$ cat src/rtl/change_return_dispenser.sv
// Change-return dispenser: latches the balance when the return button has been held for
// WAIT_CYCLES clocks, then pays it out one coin per clock, largest denomination first.
module change_return_dispenser #(
   parameter int TOTAL_BITS  = 31,
   parameter int WAIT_CYCLES = 3,
   parameter int COIN0_VAL   = 100,
   parameter int COIN1_VAL   = 500,
   parameter int COIN2_VAL   = 1000
) (
   input  logic                  clk,
   input  logic                  reset_n,
   input  logic [TOTAL_BITS-1:0] i_trigger_point,
   input  logic [TOTAL_BITS-1:0] i_current_total,
   output logic [2:0]            o_return_coin,
   output logic                  o_busy,
   output logic                  o_return_done,
   output logic [TOTAL_BITS-1:0] o_returned_total,
   output logic [TOTAL_BITS-1:0] o_residual
);

   localparam logic [TOTAL_BITS-1:0] WAIT_V = TOTAL_BITS'(WAIT_CYCLES);
   localparam logic [TOTAL_BITS-1:0] C0     = TOTAL_BITS'(COIN0_VAL);
   localparam logic [TOTAL_BITS-1:0] C1     = TOTAL_BITS'(COIN1_VAL);
   localparam logic [TOTAL_BITS-1:0] C2     = TOTAL_BITS'(COIN2_VAL);

   typedef enum logic [1:0] {IDLE, DISPENSE, DONE} state_t;

   state_t                state;
   logic [TOTAL_BITS-1:0] remaining;
   logic [2:0]            coin_sel;
   logic [TOTAL_BITS-1:0] coin_amt;

   // Greedy pick: largest coin that still fits; none selected means the return is finished.
   always_comb begin
      coin_sel = 3'b000;
      coin_amt = '0;
      if (remaining >= C2) begin
         coin_sel = 3'b100;
         coin_amt = C2;
      end else if (remaining >= C1) begin
         coin_sel = 3'b010;
         coin_amt = C1;
      end else if (remaining >= C0) begin
         coin_sel = 3'b001;
         coin_amt = C0;
      end
   end

   always_ff @(posedge clk) begin
      if (!reset_n) begin
         state            <= IDLE;
         remaining        <= '0;
         o_return_coin    <= 3'b000;
         o_busy           <= 1'b0;
         o_return_done    <= 1'b0;
         o_returned_total <= '0;
         o_residual       <= '0;
      end else begin
         case (state)
            IDLE: begin
               o_return_coin <= 3'b000;
               o_return_done <= 1'b0;
               // Exact match fires once per hold since the count keeps climbing.
               if (i_trigger_point == WAIT_V) begin
                  remaining        <= i_current_total;
                  o_returned_total <= '0;
                  o_residual       <= '0;
                  o_busy           <= 1'b1;
                  state            <= DISPENSE;
               end
            end
            DISPENSE: begin
               if (coin_sel != 3'b000) begin
                  o_return_coin    <= coin_sel;
                  remaining        <= remaining - coin_amt;
                  o_returned_total <= o_returned_total + coin_amt;
               end else begin
                  o_return_coin <= 3'b000;
                  o_residual    <= remaining;
                  o_return_done <= 1'b1;
                  state         <= DONE;
               end
            end
            DONE: begin
               o_return_coin <= 3'b000;
               o_return_done <= 1'b0;
               o_busy        <= 1'b0;
               state         <= IDLE;
            end
            default: begin
               o_return_coin <= 3'b000;
               o_return_done <= 1'b0;
               o_busy        <= 1'b0;
               state         <= IDLE;
            end
         endcase
      end
   end

endmodule
$ cat config.mk
export PLATFORM = sky130hd
export DESIGN_NAME = change_return_dispenser
export DESIGN_NICKNAME = d
export VERILOG_FILES = /design/src/rtl/change_return_dispenser.sv
export SDC_FILE = /design/constraint.sdc
export NUM_CORES = 1
export LEC_CHECK = 0
export CAP_MARGIN = 10
export CORE_MARGIN = 1.5
export CORE_UTILIZATION = 55
export CTS_BUF_LIST = sky130_fd_sc_hd__clkbuf_8
export CTS_CLUSTER_SIZE = 25
export DETAILED_ROUTE_END_ITERATION = 8
export PLACE_DENSITY = 0.89
export SLEW_MARGIN = 0
export SYNTH_ARGS = -nofsm -noshare
export SYNTH_HDL_FRONTEND = slang
export SYNTH_SLANG_ARGS = --single-unit
$ cat constraint.sdc
create_clock -name clk -period 7.3 [get_ports clk]
set_clock_uncertainty 0.1 [all_clocks]
set_input_delay 1.46 -clock clk [delete_from_list [all_inputs] [get_ports clk]]
set_output_delay 1.46 -clock clk [all_outputs]
set_load 0.02 [all_outputs]
==> summary.txt, run 1 <==
Final layout
  • Fin nets: 790
  • Commonest non-fill, non-tap cells in the layout: clkdlybuf4s50_1 (128), dfxtp_1 (98), nor2_1 (53)
  • Layout cell share with drive strength beyond 1: 0.0505
  • Commonest non-fill, non-tap cell in the layout: clkdlybuf4s50_1
  • # fillers: 644
  • Number of diodes: 0
  • Layout area overhead: 30.1%
  • Finished Cell Area: 6500 um2

Yosys
  • Avg Cell Area, Syn: 8.37 um2
  • Synth Register Bits: 98
  • Post-synth ARST share: 0
  • XOR/XNOR share of the synthesized area: 0.0193
  • Complex-gate fraction of the synthesized area: 0.231
  • Register area share after synthesis: 0.392
  • Simple-Gate Fraction of Synth Area: 0.265
  • Main combinational cell family by area after synthesis: simple AND/OR/NAND/NOR gates
  • Mapped Cells: 597
  • Synth Area in Adders: 0.0481
  • EDFF count, synth: 0
  • Post-synthesis mux area share: 0
  • Count of cell types in the netlist: 67
  • Most used DFF post-synth: dfxtp_1
  • Synthesized area: 5000 um2
  • YS warnings: 0

STA
  • Min cycle time layout: 4.54 ns
  • Post-route setup TNS: 0 ns
  • Number of setup violations in the final report: 0
  • Worst Max-Slew Pin Slew: 0.873 ns
  • Fin. Hold Viols: 0
  • Fmax: 220 MHz
  • Pins Over Slew Limit: 0
  • RSZ-0062 raised after global routing: no
  • Tcrit/Tclk final: 0.622
  • Max transition margin: 0.417

Clocking
  • Post-CTS setup buffer count: 0
  • Hold_buf cts: 0
  • Depth of the CTS H-tree: 3
  • Num CTS Buffers: 9
  • CTS resizes: 0
  • Root Driver: clkbuf_8
  • Skew-Pair Late Insertion Delay: 0.38 ns
  • Clk sinks: 98
  • CTS tree: yes
  • CTS max path bufs: 2
  • CTS clk-pin slew, worst paths: 0.10 ns

Setup path
  • Flop-to-flop setup slack: 2.76 ns
  • Crit-path max FO: 21
  • Type of origin of the critical path: flip-flop
  • Setup crit end kind: flip-flop
  • Critical Path RT: 7.49 ns
  • Worst Path Class, Setup: flip-flop to flip-flop
  • Critical path arrival: 4.73 ns

Power
  • Leak Pwr: 2.36 nW
  • Peak supply drop: 94.5 uV
  • Power Dens Cells: 145 nW/um2

Detailed routing
  • DR WL/cell: 17.8 um
  • Final ANT Viol Nets: 0
  • Drt pass-1 iters: 5
  • Via-to-Cell Ratio: 6.28
  • WL final: 14600 um
  • Residual DRC: 0
  • Vias: 5152
  • 1st-iter DRT viols: 362

Placed design
  • Post-DP HPWL: 10600 um
  • Routability Congestion: 0.919
  • PortBufs: 128
  • Area after DPL: 6300 um2

Global route
  • Total GRT Usage: 0.299
  • Vias in the first global route: 4715
  • Global-route wire length before repair: 23700 um
  • Largest net degree at the start of global routing: 47
  • Initial antenna violation count: 0
  • Total gr overflow: 0

Hold path
  • HP Class: flip-flop to flip-flop

Die
  • I/O Pins: 131
  • Die Area: 9670 um2
  • Core box area: 8760 um2
  • Die Y: 98.3 um
  • Die width: 98.3 um
  • Initial Util: 0.570
  • Rows: 34

Flow run
  • Max_cap viols: 0

Run status
  • Status: finished, final reports clean
cell type report:
type	instances	area (um2)	share of cell area
Multi-Input combinational cell	449	2830	0.434
Sequential cell	98	1960	0.302
Timing Repair Buffer	133	1320	0.203
Tap cell	108	135	0.0208
Clock buffer	9	124	0.0190
Clock inverter	7	76.3	0.0117
Inverter	17	63.8	0.00981
metal layers:
| metal | vias up | wire, um | global-route usage |
|---|---|---|---|
| met3 | 25 | 1120 | 0.0437 |
| met2 | 252 | 7000 | 0.491 |
| li1 | 2457 | - | - |
| met1 | 2418 | 6250 | 0.415 |
| met4 | 0 | 250 | 0.0769 |
| met5 | - | 0 | 0 |
per-stage QoR:
stage | worst slack [ns] | cells | power, mW | util | hold WS, ns
3_5_place_dp | 2.75 | 805 | 0.598 | 0.719 | 0.345
6_report | 2.76 | 821 | 0.941 | 0.742 | 0.371
3_3_place_gp | 2.80 | 805 | 0.597 | 0.719 | 0.341
5_1_grt | 2.46 | 821 | 0.966 | 0.742 | 0.391
2_1_floorplan | 3.51 | 598 | 0.561 | - | 0.336
4_1_cts | 2.81 | 821 | 0.941 | 0.742 | 0.372
where the power goes:
part	total, mW	internal, mW	switching [mW]	leakage [nW]
Combinational	0.0519	0.0334	0.0184	1.47
Clock	0.355	0.137	0.218	0.103
Sequential	0.534	0.534	0.000000000294	0.789
Total	0.941	0.704	0.237	2.36
state kept, by name, summed over array words and instances (netlist names):
| signal | flops |
|---|---|
| o_residual | 31 |
| remaining | 31 |
| o_returned_total | 29 |
| o_return_coin | 3 |
| state | 2 |
| o_busy | 1 |
| o_return_done | 1 |
worst paths after layout:
check / endpoint / start / cells past startpoint
worst max-delay path: o_returned_total[22] / remaining[12] / 13
worst min-delay path: o_residual[9] / o_residual[9] / 1
worst max register to register: o_returned_total[22] / remaining[12] / 13
worst min register to register: o_residual[9] / o_residual[9] / 1
worst max-delay path: stages, from the launching register on:
cell      delay (ns)
dfxtp_1         0.40
nor4_1          0.66
nand4_1         0.20
or3_1           0.43
nor3_1          0.42
ha_1            0.28
inv_1           0.06
fa_1            0.38
nand2b_1        0.20
a21oi_1         0.21
nor3_1          0.08
a211o_1         0.43
or4_1           0.47
a21oi_1         0.14
logic make-up (layout without fill, tap and decap cells):
group                      Yosys count  count (layout)
other                                1               2
adders and majority gates           18              18
AOI/OAI and AO/OA                  167             167
DFF                                 98              98
xor gates and xnor gates            11              11
buffers and inverters               51             166
and+or+nand+nor                    251             251
cells in the mapped netlist, drive strengths merged, types with 3 or more instances:
master	n	area share
nand4	13	0.016
nand2	48	0.036
a311oi	7	0.012
nor4b	3	0.0053
o211ai	9	0.014
a2111oi	3	0.0058
and2	24	0.030
a21o	3	0.0045
nand2b	10	0.013
o21ai	26	0.026
or2	3	0.0038
xnor2	9	0.016
nor3	12	0.013
a21oi	44	0.044
inv	16	0.012
nor2	54	0.041
or3	19	0.024
a32o	3	0.0060
o31a	3	0.0053
buf	13	0.015
dfxtp	98	0.39
o31ai	7	0.011
ha	16	0.040
a31oi	8	0.010
o21a	5	0.0075
a211oi	8	0.012
clkbuf	21	0.016
nand3	27	0.027
or4	11	0.017
o221a	5	0.011
nor4	14	0.021
and3	6	0.0075
a211o	3	0.0053
a22o	9	0.016
Power figures use the tool's default switching activity.
==> inputs of run 2 (changes only) <==
--- a/config.mk
+++ b/config.mk
@@ -7,11 +7,11 @@
 export LEC_CHECK = 0
 export CAP_MARGIN = 10
 export CORE_MARGIN = 1.5
-export CORE_UTILIZATION = 55
+export CORE_UTILIZATION = 46
 export CTS_BUF_LIST = sky130_fd_sc_hd__clkbuf_8
 export CTS_CLUSTER_SIZE = 25
 export DETAILED_ROUTE_END_ITERATION = 8
-export PLACE_DENSITY = 0.89
+export PLACE_DENSITY = 0.79
 export SLEW_MARGIN = 0
 export SYNTH_ARGS = -nofsm -noshare
 export SYNTH_HDL_FRONTEND = slang
==> constraint.sdc (replaced) <==
create_clock -name clk -period 4 [get_ports clk]
set_clock_uncertainty 0.1 [all_clocks]
set_input_delay 0.8 -clock clk [delete_from_list [all_inputs] [get_ports clk]]
set_output_delay 0.8 -clock clk [all_outputs]
set_load 0.02 [all_outputs]
==> run 2 against run 1 <==
Against the previous run: die area rose by 19%; utilization fell by 8.8 points; via count rose by 3.3%; largest power group unchanged; critical path type unchanged; register-to-register slack got worse by 2.5 ns; combinational power rose by 88%; first-iteration DRC count fell by 18%.
==> summary.txt, run 2 (synthesis gave the netlist of run 1 again) <==
Power
  • Peak supply drop: 148 uV
  • Leak Pwr: 2.51 nW
  • Power Dens Cells: 253 nW/um2

Clocking
  • Num CTS Buffers: 9
  • Skew-Pair Late Insertion Delay: 0.37 ns
  • Root Driver: clkbuf_8
  • CTS tree: yes
  • CTS clk-pin slew, worst paths: 0.11 ns
  • Depth of the CTS H-tree: 3
  • Clk sinks: 98
  • CTS max path bufs: 2

Global route
  • Largest net degree at the start of global routing: 35
  • Total GRT Usage: 0.270
  • GR met1 Demand/Resource: 0.366
  • GR Util met2: 0.442
  • Gr busiest metal: met2
  • Vias in the first global route: 5068
  • Met3 global-route usage: 0.0304
  • Global-route wire length before repair: 25000 um
  • Initial antenna violation count: 0
  • Total gr overflow: 0

Setup path
  • Crit path max-delay cell type: or3_1
  • Worst Path Class, Setup: flip-flop to flip-flop
  • Critical path arrival: 3.98 ns
  • Setup crit end kind: flip-flop
  • Crit path largest cell delay: 0.43 ns
  • Depth of the most critical reg-to-reg path: 15
  • RR Startpoint: remaining[22]
  • CP Buf/Inv Count: 3
  • CP Cell Sequence: nor4_2 -> buf_4 -> nand4_1 -> or3_1 -> nor3_2 -> ha_2 -> inv_1 -> fa_1 -> nand2b_4 -> a21oi_2 -> nor3_1 -> a211o_2 -> buf_4 -> or3_1 -> a21oi_1
  • R2R Path End: o_returned_total[16]
  • Type of origin of the critical path: flip-flop
  • Crit path max-delay family: simple AND/OR/NAND/NOR gates
  • Flop-to-flop setup slack: 0.22 ns
  • Crit-path max FO: 5
  • Critical Path RT: 4.20 ns

Run status
  • Status: finished, final reports clean

Final layout
  • Register area: 1960 um2
  • Top flop regs: o_residual (31), remaining (31), o_returned_total (29)
  • # fillers: 856
  • Layout cell share with drive strength beyond 1: 0.0958
  • Number of diodes: 0
  • Layout area overhead: 36.3%
  • Commonest non-fill, non-tap cells in the layout: clkdlybuf4s50_1 (128), dfxtp_1 (98), nor2_1 (53)
  • Fin nets: 818
  • Commonest non-fill, non-tap cell in the layout: clkdlybuf4s50_1
  • Multi-input logic area: 2890 um2

STA
  • Pins Over Slew Limit: 0
  • Fin. Hold Viols: 0
  • Fmax: 265 MHz
  • Post-route setup TNS: 0 ns
  • Max transition margin: 0.446
  • Tcrit/Tclk final: 0.945
  • Number of setup violations in the final report: 0
  • Min cycle time layout: 3.78 ns
  • Worst Max-Slew Pin Slew: 0.831 ns
  • Post-route setup slack: 0.221 ns

Detailed routing
  • Residual DRC: 0
  • Drt pass-1 iters: 5
  • 1st-iter DRT viols: 297
  • Final ANT Viol Nets: 0
  • Vias: 5323
  • Via-to-Cell Ratio: 6.07
  • WL final: 15400 um
  • DR WL/cell: 17.5 um

Die
  • Core box area: 10400 um2
  • I/O Pins: 131
  • Die width: 107 um
  • Rows: 37
  • Initial Util: 0.480
  • Die Y: 107 um
  • Die Area: 11500 um2

Placed design
  • PortBufs: 128
  • Pre-CTS setup slack: -0.101 ns
  • Post-DP HPWL: 11200 um
  • Routability Congestion: 0.976

Hold path
  • HP Start: remaining[0]
  • WHS Endpoint: remaining[0]
  • HP Class: flip-flop to flip-flop
  • Worst Hold Depth: 2

Flow run
  • Max_cap viols: 0
-- run 2: layout make-up --
cell class / instances / area share
tap: 136 / 0.0250
clock buffer: 9 / 0.0182
clock inverter: 7 / 0.0119
sequential: 98 / 0.288
timing repair buffer: 159 / 0.224
inverter: 17 / 0.00936
multi-input combinational: 451 / 0.424
-- run 2: per-layer routing --
layer / part of all wire / vias to the layer above / wire length, um
li1: - / 2519 / -
met1: 0.43 / 2502 / 6680
met2: 0.47 / 272 / 7300
met3: 0.072 / 30 / 1100
met4: 0.020 / 0 / 305
met5: 0 / - / 0
-- run 2: where the power goes --
part	leakage, nW	internal (mW)	switching [mW]
clock	0.103	0.250	0.402
sequential	0.789	0.975	0.000000000465
combinational	1.62	0.0630	0.0347
-- run 2: worst min-delay path, cell delays in order, from the launching register on --
cell,delay (ns)
dfxtp_1,0.32
nand2_1,0.05
a21oi_1,0.05
-- run 2: per-stage QoR --
step | util | cell area, um2 | total power [mW] | hold WS [ns] | cells
floorplan | - | 5000 | 1.02 | 0.336 | 598
global placement | 0.627 | 6530 | 1.09 | 0.341 | 857
detailed placement | 0.627 | 6530 | 1.09 | 0.343 | 857
CTS | 0.648 | 6750 | 1.73 | 0.370 | 873
global route | 0.654 | 6820 | 1.78 | 0.380 | 877
finish | 0.654 | 6820 | 1.72 | 0.367 | 877
-- run 2: what timing repair did --
item,CTS,global route
hold buffers,0,0
pin swaps,0,4
buffers inserted,0,2
gates cloned,0,2
endpoints found under the setup margin,9,21
resized for setup,2,7
-- run 2: how the worst max path moves through the flow --
| stage | startpoint | endpoint | cells past startpoint | slack, ns |
|---|---|---|---|---|
| detailed placement | remaining[14] | o_returned_total[26] | 13 | -0.10 |
| CTS | remaining[22] | o_returned_total[26] | 14 | 0.008 |
| global placement | remaining[12] | o_returned_total[28] | 13 | 0.12 |
| finish | remaining[22] | o_returned_total[16] | 15 | 0.22 |
| floorplan | remaining[12] | o_returned_total[28] | 15 | 0.21 |
| global route | remaining[22] | o_returned_total[28] | 14 | -0.03 |
